==> config.mk <==
export PLATFORM = sky130hd
export DESIGN_NAME = operand_fetch
export DESIGN_NICKNAME = d
export VERILOG_FILES = /design/src/rtl/operand_fetch.sv
export SDC_FILE = /design/constraint.sdc
export NUM_CORES = 1
export LEC_CHECK = 0
export CAP_MARGIN = 5
export CORE_AREA = 3 3 120 122
export CTS_BUF_LIST = sky130_fd_sc_hd__clkbuf_8
export DETAILED_ROUTE_END_ITERATION = 12
export DIE_AREA = 0 0 123 125
export GPL_ROUTABILITY_DRIVEN = 0
export PLACE_DENSITY = 0.91
export SETUP_SLACK_MARGIN = 0.15
export SYNTH_ARGS = -nofsm -noshare
export SYNTH_HDL_FRONTEND = slang
export SYNTH_SLANG_ARGS = --single-unit
==> constraint.sdc <==
create_clock -name clk -period 4.3 [get_ports clk]
set_input_delay 0.645 -clock clk [delete_from_list [all_inputs] [get_ports clk]]
set_output_delay 0.645 -clock clk [all_outputs]
set_load 0.02 [all_outputs]
==> src/rtl/operand_fetch.sv <==
// Operand fetch stage: register-bank read, writeback bypass, scoreboard hazard
// detection and a single-entry output register toward execute.
module operand_fetch (
  input  logic        clk,
  input  logic        reset,
  input  logic        in_valid,
  output logic        in_ready,
  input  logic [4:0]  in_sr1,
  input  logic [4:0]  in_sr2,
  input  logic [4:0]  in_dr,
  input  logic        in_wen,
  input  logic [15:0] in_ctrl,
  output logic [4:0]  rf_sr1,
  output logic [4:0]  rf_sr2,
  input  logic [31:0] rf_data1,
  input  logic [31:0] rf_data2,
  input  logic        wb_valid,
  input  logic [4:0]  wb_dr,
  input  logic [31:0] wb_data,
  output logic        out_valid,
  input  logic        out_ready,
  output logic [31:0] out_op1,
  output logic [31:0] out_op2,
  output logic [4:0]  out_dr,
  output logic        out_wen,
  output logic [15:0] out_ctrl,
  output logic        err_idx,
  output logic [15:0] stall_cnt
);

  localparam logic [4:0] MaxIdx = 5'd17;

  logic [17:0] busy;
  logic [31:0] busyExt;
  logic        sr1Legal, sr2Legal, drLegal, wbLegal;
  logic        bypass1, bypass2, blocked1, blocked2, waw, hazard;
  logic        accept, badIdx;
  logic [31:0] op1Sel, op2Sel;
  logic [17:0] busyNext;

  assign rf_sr1 = in_sr1;
  assign rf_sr2 = in_sr2;

  // Widened copy lets out-of-range indices read as "not busy" without a bounds warning.
  assign busyExt  = {14'b0, busy};
  assign sr1Legal = (in_sr1 <= MaxIdx);
  assign sr2Legal = (in_sr2 <= MaxIdx);
  assign drLegal  = (in_dr <= MaxIdx);
  assign wbLegal  = (wb_dr <= MaxIdx);

  assign bypass1  = wb_valid && (wb_dr == in_sr1) && sr1Legal;
  assign bypass2  = wb_valid && (wb_dr == in_sr2) && sr2Legal;
  assign blocked1 = busyExt[in_sr1] && !bypass1;
  assign blocked2 = busyExt[in_sr2] && !bypass2;
  assign waw      = in_wen && busyExt[in_dr] && !(wb_valid && (wb_dr == in_dr));
  assign hazard   = blocked1 || blocked2 || waw;

  assign in_ready = !hazard && (!out_valid || out_ready);
  assign accept   = in_valid && in_ready;
  assign badIdx   = !sr1Legal || !sr2Legal || (in_wen && !drLegal);

  assign op1Sel = bypass1 ? wb_data : (sr1Legal ? rf_data1 : 32'h0);
  assign op2Sel = bypass2 ? wb_data : (sr2Legal ? rf_data2 : 32'h0);

  // Writeback clears first so that an acceptance on the same register wins.
  always_comb begin
    busyNext = busy;
    if (wb_valid && wbLegal)
      busyNext[wb_dr] = 1'b0;
    if (accept && in_wen && drLegal)
      busyNext[in_dr] = 1'b1;
  end

  always_ff @(posedge clk or negedge reset) begin
    if (!reset) begin
      busy      <= '0;
      err_idx   <= 1'b0;
      stall_cnt <= '0;
    end else begin
      busy    <= busyNext;
      err_idx <= accept && badIdx;
      if (in_valid && !in_ready && (stall_cnt != 16'hFFFF))
        stall_cnt <= stall_cnt + 16'd1;
    end
  end

  always_ff @(posedge clk or negedge reset) begin
    if (!reset) begin
      out_valid <= 1'b0;
      out_op1   <= '0;
      out_op2   <= '0;
      out_dr    <= '0;
      out_wen   <= 1'b0;
      out_ctrl  <= '0;
    end else if (accept) begin
      out_valid <= 1'b1;
      out_op1   <= op1Sel;
      out_op2   <= op2Sel;
      out_dr    <= in_dr;
      out_wen   <= in_wen;
      out_ctrl  <= in_ctrl;
    end else if (out_ready) begin
      out_valid <= 1'b0;
    end
  end

endmodule

==> metrics.txt <==
dominant synthesized flop cell=dfrtp_1; ratio of cells with drive above 1 in the final layout=0.1086; mux share of post-synthesis cell area=0.1419; crit path DAT=3.26 ns; drt via density=5.669; ys async rst share=1.000; Synth Area in Compound Gates=0.1306; ANT nets after route=0; Finished Layout Cells=1060; top-area cell type share of the netlist area=0.4699; cell taking the most area after synthesis=dfrtp_1; slew margin rel.=0.2627; simple-gate share of the synthesized area=0.1641; status=finished clean; RSZ-0062 raised after global routing=false; Syn Area/Cell=10.01 um^2; Clk Latency, worst-skew pair=0.43 ns; XOR/XNOR share of the synthesized area=0.03909; Synthesized Nets=788; DR pass1 iterations=6; static power due to leakage=3.860 nW; vias in the first global route=6033; Gate Count Post-Synth=649; Worst-Margin Slew=1.097 ns; sequential area share after synthesis=0.4699; final setup vio count=0; WP data required=3.65 ns; endpoints failing hold=0; Post-synth EDFFs=0; fin crit share=0.9093; Cell Area, Synth=6497 um^2; Num CTS Buffers=17; Period minus WS final=3.910 ns; Commonest cells post-synth=122 x dfrtp_1, 75 x nor2_1, 65 x a21oi_1; Synth cell types=51; Final Instance Area=9444 um^2; TNS Setup=0 ns; total global routing overflow=0; HPWL after detailed placement=14.68 mm; Core Rows=42; clock sinks=122; Setup Skew=0.006998 ns; Worst Setup SP=in_sr2[2]; Critical Path End Type=primary output; routed wire length=20.38 mm; area delta synth->final=45.35%; pin count of the biggest net entering global routing=98; Slew Limit Fails=0; Syn. warnings=0; clock buffer depth=2; CP max FO=7; crit path kind=in -> out; synth top area cells=dfrtp_1 47%, mux2i_1 5.7%, a21oi_1 5.0%; worst r2r path cells=9; Yosys reg bits=122; max_cap viols=0; clock-pin slew on the worst setup and hold paths=0.07 ns; routed via count=6009; core area=13300 um^2; worst hold path type=in -> async; most frequent cell after synthesis=dfrtp_1; Power Density=415.4 nW/um^2; Hold Slack=0.2936 ns; DP Area=9074 um^2; placed cell count=1031; wire per inst=19.22 um; Final nets=1013; largest family of logic cells by synthesized area=simple AND/OR/NAND/NOR gates; Die X=123 um; DRC errors left=0; die area=15380 um^2; Peak VDD IR=0.2710 mV; Adder-Cell Fraction of Synth Area=0.001926; num ports=253; global-route wire length before repair=31.85 mm; initial antenna violation count=0; n_diodes=0; post-CTS setup buffer count=0; Peak Freq=255.8 MHz; H-tree lvl count=4; R2R Path Start=busy[7]$_DFF_PN0_; clock root buffer=clkbuf_8; Global Route Usage Sum=0.2626; Worst setup SP type=primary input; CTS tree=yes; Starting Density=0.4887; die height=125 um; number of port buffers=252; Iter 0 DRT Violations=593
## final timing paths
path                                            to  slack (ns)
max in group asynchronous  out_op1[29]$_DFFE_PN0P_        3.19
min                         out_op1[1]$_DFFE_PN0P_        0.29
min in group clk           out_op1[10]$_DFFE_PN0P_        0.49
max                                       in_ready        0.39
max reg2reg                 out_op1[4]$_DFFE_PN0P_        1.39
min reg2reg                out_op1[10]$_DFFE_PN0P_        0.49
## what timing repair did
item,CTS,global route
endpoints found under the setup margin,1,1
hold buffers,0,0
resized for setup,1,2
## power by group
part / internal (mW) / leakage [nW] / total (mW) / switching, mW
clock: 0.528 / 0.188 / 0.967 / 0.440
sequential: 1.38 / 1.52 / 1.54 / 0.163
combinational: 0.708 / 2.15 / 1.41 / 0.705
## cell families after synthesis
kind of cell | count (synthesis)
compound gates | 145
flops | 122
mux | 75
xor+xnor | 29
fa+ha+maj | 1
simple gates | 213
buf+inv | 64
## final cells by class
cell class                 instances  area [um^2]
clock buffer                      19        261.5
clock inverter                    10        105.1
fill                             967         3851
inverter                           3        11.26
multi-input combinational        463         3132
sequential                       122         3053
tap                              176        220.2
timing repair buffer             267         2661
## layout by cell type, fill, tap and decap left out, drive strengths merged, types with 3 or more instances in the layout
| cell type | instances |
|---|---|
| buf | 16 |
| nand3b | 3 |
| nand2 | 51 |
| and3 | 3 |
| or3b | 4 |
| xor2 | 21 |
| clkbuf | 19 |
| o31ai | 33 |
| dfrtp | 122 |
| xnor2 | 8 |
| nand3 | 9 |
| clkinv | 3 |
| nor2 | 75 |
| clkdlybuf4s50 | 248 |
| a21oi | 65 |
| clkinvlp | 3 |
| mux2i | 37 |
| nand4 | 4 |
| nand2b | 32 |
| mux2 | 27 |
| o21ai | 36 |
| mux4 | 11 |
| nor3 | 9 |
| nor4 | 10 |
| inv | 5 |
## worst max-delay path, stage by stage
cell and delay, ns:
clkdlybuf4s50_1 0.72, mux4_2 0.37, mux2_2 0.27, a21oi_1 0.19, a211oi_2 0.15, nor3_4 0.27, clkdlybuf4s50_1 0.65
## per-stage QoR
stage	util	power, mW	setup slack [ns]
final	0.7103	3.923	0.3900
after global placement	0.6825	2.932	0.1762
after CTS	0.7100	3.961	0.1531
after floorplan	-	2.244	1.209
after global routing	0.7103	4.123	0.2959
after detailed placement	0.6825	2.974	0.1484
## metal layers
metal  vias up  GRT usage  share of wire
met2       342     0.4249           0.48
li1       2734          -              -
met4         0     0.1016          0.028
met3        58    0.08853           0.11
met1      2875     0.3240           0.38
met5         -          0              0
## registers in the layout (all words and copies together) (netlist names)
name       count
busy          18
out_valid      1
out_wen        1
out_op2       32
stall_cnt     16
err_idx        1
out_dr         5
out_op1       32
out_ctrl      16
No activity file was read; power rests on OpenSTA's default activity.
